**src/rtl/prog_ctr_pkg.sv**
```systemverilog
// Shared types and defaults for the program counter stage.
package prog_ctr_pkg;

   typedef enum logic [1:0] {IDLE, RUN, DONE} pc_state_t;

   localparam int unsigned PC_W           = 12;
   localparam int unsigned START_ADDR_DEF = 0;
   localparam int unsigned CNT_W_DEF      = 16;

endpackage

```
**src/rtl/prog_ctr_if.sv**
```systemverilog
// Control/status bundle between the branch-target LUT side and the PC stage.
interface prog_ctr_if import prog_ctr_pkg::*; #(
   parameter int unsigned D     = PC_W,
   parameter int unsigned CNT_W = CNT_W_DEF
);
   logic             start;
   logic             stall;
   logic             halt;
   logic             branch_en;
   logic             rel_en;
   logic [D-1:0]     target;
   logic             call_en;
   logic             ret_en;
   logic [D-1:0]     prog_ctr;
   logic             running;
   logic             done;
   logic [CNT_W-1:0] instr_cnt;
   logic             ras_err;

   modport master (
      output start, stall, halt, branch_en, rel_en, target, call_en, ret_en,
      input  prog_ctr, running, done, instr_cnt, ras_err
   );

   modport slave (
      input  start, stall, halt, branch_en, rel_en, target, call_en, ret_en,
      output prog_ctr, running, done, instr_cnt, ras_err
   );
endinterface

```
**src/rtl/prog_ctr_ras_stack.sv**
```systemverilog
// Return-address LIFO; a push when full silently overwrites the oldest entry.
module ras_stack import prog_ctr_pkg::*; #(
   parameter int unsigned W     = PC_W,
   parameter int unsigned DEPTH = 4
) (
   input  logic         clk,
   input  logic         reset,
   input  logic         push,
   input  logic         pop,
   input  logic [W-1:0] din,
   output logic [W-1:0] dout,
   output logic         full,
   output logic         empty
);
   localparam int unsigned AW = (DEPTH > 1) ? $clog2(DEPTH) : 1;
   localparam int unsigned CW = $clog2(DEPTH + 1);

   logic [W-1:0]  mem [DEPTH];
   logic [AW-1:0] wr_ptr;
   logic [AW-1:0] rd_idx;
   logic [CW-1:0] count;

   // Circular storage: wr_ptr is the next free slot, so the top lives one below it.
   assign rd_idx = (wr_ptr == '0) ? AW'(DEPTH - 1) : wr_ptr - AW'(1);
   assign dout   = mem[rd_idx];
   assign full   = (count == CW'(DEPTH));
   assign empty  = (count == '0);

   always_ff @(posedge clk or posedge reset) begin
      if (reset) begin
         wr_ptr <= '0;
         count  <= '0;
      end else if (push) begin
         wr_ptr <= (wr_ptr == AW'(DEPTH - 1)) ? '0 : wr_ptr + AW'(1);
         if (!full) count <= count + CW'(1);
      end else if (pop && !empty) begin
         wr_ptr <= rd_idx;
         count  <= count - CW'(1);
      end
   end

   always_ff @(posedge clk) begin
      if (push) mem[wr_ptr] <= din;
   end
endmodule

```
**src/rtl/prog_ctr.sv**
```systemverilog
// Program counter stage with idle/run/done control and retired-instruction count.
// Optional return-address stack enabled by defining PROG_CTR_RAS_EN.
module prog_ctr import prog_ctr_pkg::*; #(
   parameter int unsigned D          = PC_W,
   parameter int unsigned START_ADDR = START_ADDR_DEF,
   parameter int unsigned CNT_W      = CNT_W_DEF,
   parameter int unsigned RAS_DEPTH  = 4
) (
   input  logic      clk,
   input  logic      reset,
   prog_ctr_if.slave bus
);
   pc_state_t        state_q, state_d;
   logic [D-1:0]     pc_q, pc_d;
   logic [D-1:0]     pc_inc;
   logic [CNT_W-1:0] cnt_q, cnt_d;
   logic [CNT_W-1:0] cnt_inc;
   logic             running_q, done_q;
   logic             push, pop;

`ifdef PROG_CTR_RAS_EN
   logic [D-1:0]     ras_top;
   logic             ras_full, ras_empty;
   logic             err_q;
`endif

   assign pc_inc  = pc_q + D'(1);
   assign cnt_inc = (&cnt_q) ? cnt_q : cnt_q + CNT_W'(1);

   always_comb begin
      state_d = state_q;
      pc_d    = pc_q;
      cnt_d   = cnt_q;
      push    = 1'b0;
      pop     = 1'b0;
      case (state_q)
         IDLE: begin
            pc_d = D'(START_ADDR);
            if (bus.start) begin
               state_d = RUN;
               cnt_d   = '0;
            end
         end
         RUN: begin
            if (bus.start) begin
               pc_d  = D'(START_ADDR);
               cnt_d = '0;
            end else if (bus.halt) begin
               state_d = DONE;
               cnt_d   = cnt_inc;
            end else if (!bus.stall) begin
               cnt_d = cnt_inc;
               if (bus.call_en) begin
                  pc_d = bus.target;
                  push = 1'b1;
               end
`ifdef PROG_CTR_RAS_EN
               else if (bus.ret_en) begin
                  pop  = 1'b1;
                  pc_d = ras_empty ? pc_inc : ras_top;
               end
`endif
               // Unsigned D-bit add equals the signed offset result modulo 2^D.
               else if (bus.branch_en) pc_d = bus.rel_en ? pc_q + bus.target : bus.target;
               else                    pc_d = pc_inc;
            end
         end
         DONE: begin
            if (bus.start) begin
               state_d = RUN;
               pc_d    = D'(START_ADDR);
               cnt_d   = '0;
            end
         end
         default: begin
            state_d = IDLE;
            pc_d    = D'(START_ADDR);
         end
      endcase
   end

   always_ff @(posedge clk or posedge reset) begin
      if (reset) begin
         state_q   <= IDLE;
         pc_q      <= D'(START_ADDR);
         cnt_q     <= '0;
         running_q <= 1'b0;
         done_q    <= 1'b0;
      end else begin
         state_q   <= state_d;
         pc_q      <= pc_d;
         cnt_q     <= cnt_d;
         running_q <= (state_d == RUN);
         done_q    <= (state_d == DONE);
      end
   end

   assign bus.prog_ctr  = pc_q;
   assign bus.running   = running_q;
   assign bus.done      = done_q;
   assign bus.instr_cnt = cnt_q;

`ifdef PROG_CTR_RAS_EN
   ras_stack #(.W(D), .DEPTH(RAS_DEPTH)) u_ras (
      .clk   (clk),
      .reset (reset),
      .push  (push),
      .pop   (pop),
      .din   (pc_inc),
      .dout  (ras_top),
      .full  (ras_full),
      .empty (ras_empty)
   );

   always_ff @(posedge clk or posedge reset) begin
      if (reset)                                             err_q <= 1'b0;
      else if ((push && ras_full) || (pop && ras_empty))     err_q <= 1'b1;
   end

   assign bus.ras_err = err_q;
`else
   logic unused_cfg;
   assign unused_cfg  = ^{bus.ret_en, push, pop, (RAS_DEPTH != 0)};
   assign bus.ras_err = 1'b0;
`endif
endmodule

```
**src/flat_wrapper.sv**
```systemverilog
// flat-port wrapper written by rule: the top's interface ports become plain ports
module prog_ctr_flat import prog_ctr_pkg::*;
#(
   parameter int unsigned D          = PC_W,
   parameter int unsigned START_ADDR = START_ADDR_DEF,
   parameter int unsigned CNT_W      = CNT_W_DEF,
   parameter int unsigned RAS_DEPTH  = 4
)
  (clk, reset, bus_start, bus_stall, bus_halt, bus_branch_en, bus_rel_en, bus_target, bus_call_en, bus_ret_en, bus_prog_ctr, bus_running, bus_done, bus_instr_cnt, bus_ras_err);
  prog_ctr_if #(.D(D), .CNT_W(CNT_W)) bus_i ();
  input  logic clk;
  input  logic reset;
  input wire logic [$bits(bus_i.start)-1:0] bus_start;
  input wire logic [$bits(bus_i.stall)-1:0] bus_stall;
  input wire logic [$bits(bus_i.halt)-1:0] bus_halt;
  input wire logic [$bits(bus_i.branch_en)-1:0] bus_branch_en;
  input wire logic [$bits(bus_i.rel_en)-1:0] bus_rel_en;
  input wire logic [$bits(bus_i.target)-1:0] bus_target;
  input wire logic [$bits(bus_i.call_en)-1:0] bus_call_en;
  input wire logic [$bits(bus_i.ret_en)-1:0] bus_ret_en;
  output wire logic [$bits(bus_i.prog_ctr)-1:0] bus_prog_ctr;
  output wire logic [$bits(bus_i.running)-1:0] bus_running;
  output wire logic [$bits(bus_i.done)-1:0] bus_done;
  output wire logic [$bits(bus_i.instr_cnt)-1:0] bus_instr_cnt;
  output wire logic [$bits(bus_i.ras_err)-1:0] bus_ras_err;
  assign bus_i.start = bus_start;
  assign bus_i.stall = bus_stall;
  assign bus_i.halt = bus_halt;
  assign bus_i.branch_en = bus_branch_en;
  assign bus_i.rel_en = bus_rel_en;
  assign bus_i.target = bus_target;
  assign bus_i.call_en = bus_call_en;
  assign bus_i.ret_en = bus_ret_en;
  assign bus_prog_ctr = bus_i.prog_ctr;
  assign bus_running = bus_i.running;
  assign bus_done = bus_i.done;
  assign bus_instr_cnt = bus_i.instr_cnt;
  assign bus_ras_err = bus_i.ras_err;
  prog_ctr #(.D(D), .START_ADDR(START_ADDR), .CNT_W(CNT_W), .RAS_DEPTH(RAS_DEPTH)) u_core (.clk(clk), .reset(reset), .bus(bus_i));
endmodule
```
**config.mk**
```make
export PLATFORM = sky130hd
export DESIGN_NAME = prog_ctr_flat
export DESIGN_NICKNAME = d
export VERILOG_FILES = /design/src/rtl/prog_ctr_pkg.sv /design/src/rtl/prog_ctr_if.sv /design/src/rtl/prog_ctr_ras_stack.sv /design/src/rtl/prog_ctr.sv /design/src/flat_wrapper.sv
export SDC_FILE = /design/constraint.sdc
export NUM_CORES = 1
export LEC_CHECK = 0
export BUFFER_PORTS_ARGS = -buffer_cell sky130_fd_sc_hd__buf_2
export CORE_UTILIZATION = 50
export CTS_CLUSTER_DIAMETER = 60
export DETAILED_ROUTE_END_ITERATION = 16
export PLACE_DENSITY = 0.85
export SLEW_MARGIN = 20
export SYNTH_ARGS = -nofsm -noshare
export SYNTH_HDL_FRONTEND = slang
export SYNTH_SLANG_ARGS = --single-unit
export TNS_END_PERCENT = 30
```
**constraint.sdc**
```tcl
create_clock -name clk -period 2.4 [get_ports clk]
set_clock_uncertainty 0.05 [all_clocks]
set_input_delay 0.12 -clock clk [delete_from_list [all_inputs] [get_ports clk]]
set_output_delay 0.12 -clock clk [all_outputs]
set_load 0.01 [all_outputs]
```
# Word-level counts from Yosys, hierarchy flattened
# Cells that the tools add are included.
[classes] n_mul=0 n_addsub=3 n_div=0 order_cmp=0 shifts=0 bitwise_logic=0 mux=18 n_eq_ne=9 n_reduce_logical=6
[ops] operator="$mux 12" count=7
[ops] operator="$mux 16" count=5
[ops] operator="$pmux 16 s2" count=1
[ops] operator="$pmux 12 s2" count=1
[ops] operator="$add 16x1->16 const B" count=1
[ops] operator="$reduce_and 16->1" count=1
[ops] operator="$add 12x1->12 const B" count=1
[ops] operator="$add 12x12->12" count=1
[ops] operator="$mux 2" count=3
[ops] operator="$ne 3x3->1 const B" count=2
[ops] operator="$reduce_and 3->1" count=2
[ops] operator="$eq 2x1->1 const B" count=2
[ops] operator="$eq 2x2->1 const B" count=2
[ops] operator="$ne 4x4->1 const B" count=1
[ops] operator="$pmux 2 s2" count=1
[ops] operator="$logic_not 2->1" count=1
[ops] operator="$ne 2x1->1 const B" count=1
[ops] operator="$ne 2x2->1 const B" count=1
[ops] operator="$reduce_bool 2->1" count=1
[ops] operator="$reduce_or 2->1" count=1
[totals] input_bits=21 latch_bits=0 mem_bits_rw=0 mem_count=0 reg_bits=32 word_cells=41 romBits=0 out_inout_bits=31

# Logic depth before layout (Yosys ltp)
[depth] ltp_word=8 depth_mapped=8 mapped_depth_nobuf=8

# Least setup slack after synthesis
# Ideal clock, no wire load.
[synth_timing] path_type="register -> register" start="register u_core.pc_q[0] (netlist: u_core.bus.prog_ctr[0])" end="register u_core.pc_q[10] (netlist: u_core.bus.prog_ctr[10])" path_stages_with_launch=9 slack_ps=71 t_arrival_ps=2151 path_cell_list="dfrtp_1 > ha_1 > fa_1 > a21o_1 > a221oi_1 > o21ai_1 > xor2_1 > a21oi_1 > o21ai_0"
[synth_between] elab_chain_len=8
[synth_lines] item="start: declaration" line_no="prog_ctr.sv:14" text="logic [D-1:0] pc_q, pc_d;"
[synth_lines] item="start signal: assignment" line_no="prog_ctr.sv:85" text="pc_q <= D'(START_ADDR);"
[synth_lines] item="start signal: assignment" line_no="prog_ctr.sv:91" text="pc_q <= pc_d;"
[synth_lines] item="$add 12x12->12" line_no="prog_ctr.sv:64" text="else if (bus.branch_en) pc_d = bus.rel_en ? pc_q + bus.target : bus.target;"
[synth_lines] item="$mux 12" line_no="prog_ctr.sv:64"
[synth_lines] item="$mux 12 (*)" line_no="prog_ctr.sv:64"
[synth_lines] item="$mux 12 (*)" line_no="prog_ctr.sv:53" text="if (bus.call_en) begin"
[synth_lines] item="$mux 12 (*)" line_no="prog_ctr.sv:51" text="end else if (!bus.stall) begin"
[synth_lines] item="$mux 12 (*)" line_no="prog_ctr.sv:48" text="end else if (bus.halt) begin"
[synth_lines] item="$mux 12 (*)" line_no="prog_ctr.sv:45" text="if (bus.start) begin"
[synth_lines] item="$pmux 12 s2 (*)" line_no="prog_ctr.sv:36" text="case (state_q)"
# Every way passes the cells marked *; elsewhere a longest branch is shown, timed or not. The select of a mux whose other input is x is not followed.
# A chain may end at the register's enable or synchronous reset.

# Worst setup path in the final report
# Same ends and word-level chain as after synthesis.

==> impl_results.md <==
- Worst slew pin tran: 0.561 ns
- Die H: 74.0 microns
- Largest stage delay, worst path: 0.41 ns
- Layout Nets: 395
- Final setup vio count: 0
- Yosys synthesis warning count: 0
- Xor/xnor share of the synthesized area: 0.0845
- Critical Path, Cell by Cell: ha_1, fa_1, a21o_1, a221oi_2, buf_4, o21ai_1, xor2_1, a21oi_1, o21ai_0
- Sequential share of the synthesized area: 0.309
- Avg Cell Area, Syn: 8.47 sq um
- Drt first pass iters: 5
- Largest family of logic cells by synthesized area: compound AO/OA/AOI/OAI gates
- Setup slack, reg-to-reg: 0.14 ns
- Final core occ: 0.629
- Num rows: 25
- CP Capture Type: register
- TritonCTS clock tree: built
- Synthesis-to-layout area growth: 17.6%
- PortBufs: 49
- DIE WIDTH: 74.0 microns
- Max Root-Sink Buffers: 2
- Worst hold path type: input port to register
- Post-Route WL: 6480 microns
- Starting Density: 0.535
- ANT cells: 0
- Comb pwr share: 0.200
- Unrepaired setup endpoints after global routing: no
- Pwr Density: 456 nW/um^2
- Clock-pin slew on the worst setup and hold paths: 0.08 ns
- I/O pin count: 52
- Post-synth net total: 341
- Simple-gate share of the synthesized area: 0.246
- Mux contribution to synthesized area: 0
- Global placement routability congestion: 0.914
- Run status: finished clean
- Netlist cell types: 61
- Clk pwr share: 0.383
- H-tree lvl count: 2
- Clock sink total: 32
- Worst VDD drop: 0.238 mV
- Fillers: 420
- Adder-Cell Fraction of Synth Area: 0.0705
- Post-synthesis compound-gate area fraction: 0.254
- Routed len/inst: 15.1 microns
- Max_cap viols: 0
- Critical Path RT: 2.52 ns
- DP Wirelength: 4770 microns
- Die area: 5480 sq um
- Synthesized area: 2590 sq um
- Crit Path Max Fanout: 3
- Final Hold Viols: 0
- First-pass GRT wire length: 11000 microns
- Total gr overflow: 0
- Antenna violations before repair: 0
- Worst EP arrival: 2.38 ns
- Slowest CP cell: fa_1
- Vias per inst: 5.93
- Drt drc: 0
- Pin count of the biggest net entering global routing: 33
- Post-synthesis register bit count: 32
- Total GRT Usage: 0.263
- P_sw: 418 uW
- Synth async-reset ratio: 1.00
- CP Launch Type: register
- Setup TNS: 0 ns
- Max Fclk: 0.442 GHz
- Synth Flop Type: dfrtp_1
- Pins Over Slew Limit: 0
- Vias in the first global route: 2455
- Final Cycle Share: 0.944
- Crit Path Category: register to register
- Lkg Pwr: 1.46 nW
- Total CTS buffers: 5
- Hold slack: 0.0423 ns
- Routed Antenna Nets: 0
- Switching part of the total: 0.301
- Post-synth EDFFs: 0
- Part of the power in registers: 0.417
- Via count: 2536
- Fraction of layout cells with a size suffix above 1: 0.222
- Tmin final: 2.26 ns
- Post-Syn Instances: 306
- Internal power: 973 uW
- Clock root buffer: clkbuf_8
- Initial drt markers: 113
- Core area: 4850 sq um
- Relative slew slack: 0.625
- Worst-Skew Late Latency: 0.29 ns
==> power by group through the flow <==
stage	combinational [mW]	clock, mW	sequential, mW
final	0.279	0.532	0.580
after global routing	0.312	0.566	0.583
after CTS	0.276	0.544	0.580
after detailed placement	0.273	0	0.590
after global placement	0.267	0	0.589
after floorplan	0.181	0	0.595
==> registers in the layout, summed over array words and instances (netlist names) <==
| signal | count |
|---|---|
| u_core.bus.instr_cnt | 16 |
| u_core.bus.prog_ctr | 12 |
| u_core.state_q | 2 |
| u_core.bus.done | 1 |
| u_core.bus.running | 1 |
==> through the flow <==
stage / total power, mW / instance area, sq um / cells / worst slack, ns
floorplan: 0.776 / 2590 / 306 / 0.0709
global placement: 0.856 / 2920 / 419 / 0.171
detailed placement: 0.863 / 2920 / 419 / 0.109
CTS: 1.40 / 3040 / 428 / 0.109
global route: 1.46 / 3050 / 428 / 0.00368
finish: 1.39 / 3050 / 428 / 0.135
==> layout by cell type (no fill, tap or decap), types with 2 or more instances in the layout <==
| master | Yosys | final |
|---|---|---|
| and4_1 | 2 | 2 |
| o31ai_1 | 2 | 2 |
| a21oi_1 | 24 | 24 |
| and3_1 | 6 | 6 |
| nand2b_1 | 6 | 6 |
| nand2_1 | 35 | 35 |
| and2_1 | 4 | 4 |
| or3_1 | 4 | 4 |
| nor2b_1 | 4 | 4 |
| nor2_1 | 22 | 22 |
| ha_1 | 13 | 13 |
| nand3_1 | 12 | 12 |
| buf_4 | 2 | 8 |
| a32oi_1 | 3 | 3 |
| inv_1 | 8 | 8 |
| o21ai_0 | 34 | 34 |
| a21o_1 | 4 | 4 |
| a21oi_2 | 2 | 2 |
| xnor2_1 | 11 | 11 |
| nor4_4 | 3 | 3 |
| a211o_1 | 2 | 2 |
| a41o_1 | 2 | 2 |
| nor3_1 | 2 | 2 |
| clkbuf_8 | 0 | 5 |
| buf_2 | 3 | 49 |
| dfrtp_1 | 32 | 32 |
| nor4_1 | 3 | 3 |
| nand4_1 | 6 | 6 |
| xor2_1 | 14 | 14 |
| o21a_1 | 3 | 3 |
| a2bb2oi_1 | 2 | 2 |
| a32o_1 | 2 | 2 |
==> logic make-up (layout without fill, tap and decap cells) <==
logic type / count (synthesis) / in the layout
XOR/XNOR: 25 / 25
other: 1 / 1
AO/OA/AOI/OAI: 100 / 100
flip-flops: 32 / 32
AND/OR/NAND/NOR: 115 / 115
adder cells (fa/ha/maj): 14 / 14
buffers and inverters: 19 / 74
==> per-layer routing <==
layer / GRT usage / up-vias / wire, microns / part of all wire
li1: - / 1238 / - / -
met3: 0.0501 / 19 / 445 / 0.069
met1: 0.323 / 1173 / 2780 / 0.43
met2: 0.447 / 106 / 3100 / 0.48
met5: 0 / - / 0 / 0
met4: 0.118 / 0 / 152 / 0.023
==> critical path: cells and delay by family (launching register included) <==
kind	cells	cell delay (ns)
compound gates	5	0.74
flops	1	0.39
buf+inv	1	0.16
fa+ha+maj	2	0.66
xor+xnor	1	0.14
==> synthesized netlist by cell type, types with 3 or more instances <==
cell / instances / share of area
a21o_1: 4 / 0.012
a21oi_1: 24 / 0.046
a32oi_1: 3 / 0.010
and2_1: 4 / 0.0097
and3_1: 6 / 0.014
buf_2: 3 / 0.0058
clkbuf_1: 4 / 0.0058
dfrtp_1: 32 / 0.31
ha_1: 13 / 0.063
inv_1: 8 / 0.012
nand2_1: 35 / 0.051
nand2b_1: 6 / 0.014
nand3_1: 12 / 0.023
nand4_1: 6 / 0.014
nor2_1: 22 / 0.032
nor2b_1: 4 / 0.0097
nor4_1: 3 / 0.0072
nor4_4: 3 / 0.025
o21a_1: 3 / 0.0087
o21ai_0: 34 / 0.066
or3_1: 4 / 0.0097
xnor2_1: 11 / 0.037
xor2_1: 14 / 0.047
==> cell type report <==
type / count / area, sq um / share of cell area
Timing Repair Buffer: 58 / 315 / 0.103
Clock inverter: 3 / 42.5 / 0.0140
Tap cell: 67 / 83.8 / 0.0275
Sequential cell: 32 / 801 / 0.263
Inverter: 8 / 30.0 / 0.00985
Clock buffer: 5 / 68.8 / 0.0226
Multi-Input combinational cell: 255 / 1710 / 0.560
==> repair_timing <==
action,4_1_cts,5_1_grt
endpoints found under the setup margin,0,2
hold endpoints to repair,32,0
hold buffers,1,0
resized for setup,0,1
buffers inserted,0,0
==> final timing paths <==
check                                         from                       to  cells after the start
setup / recovery            u_core.bus.prog_ctr[0]  u_core.bus.prog_ctr[10]                      9
hold / removal                           bus_start          u_core.bus.done                      2
setup reg to reg            u_core.bus.prog_ctr[0]  u_core.bus.prog_ctr[10]                      9
hold reg to reg            u_core.bus.instr_cnt[0]  u_core.bus.instr_cnt[0]                      1
max in group asynchronous                    reset   u_core.bus.prog_ctr[2]                      4
min in group asynchronous                    reset   u_core.bus.prog_ctr[6]                      4
Note: power is estimated with default switching activity, not from simulation.
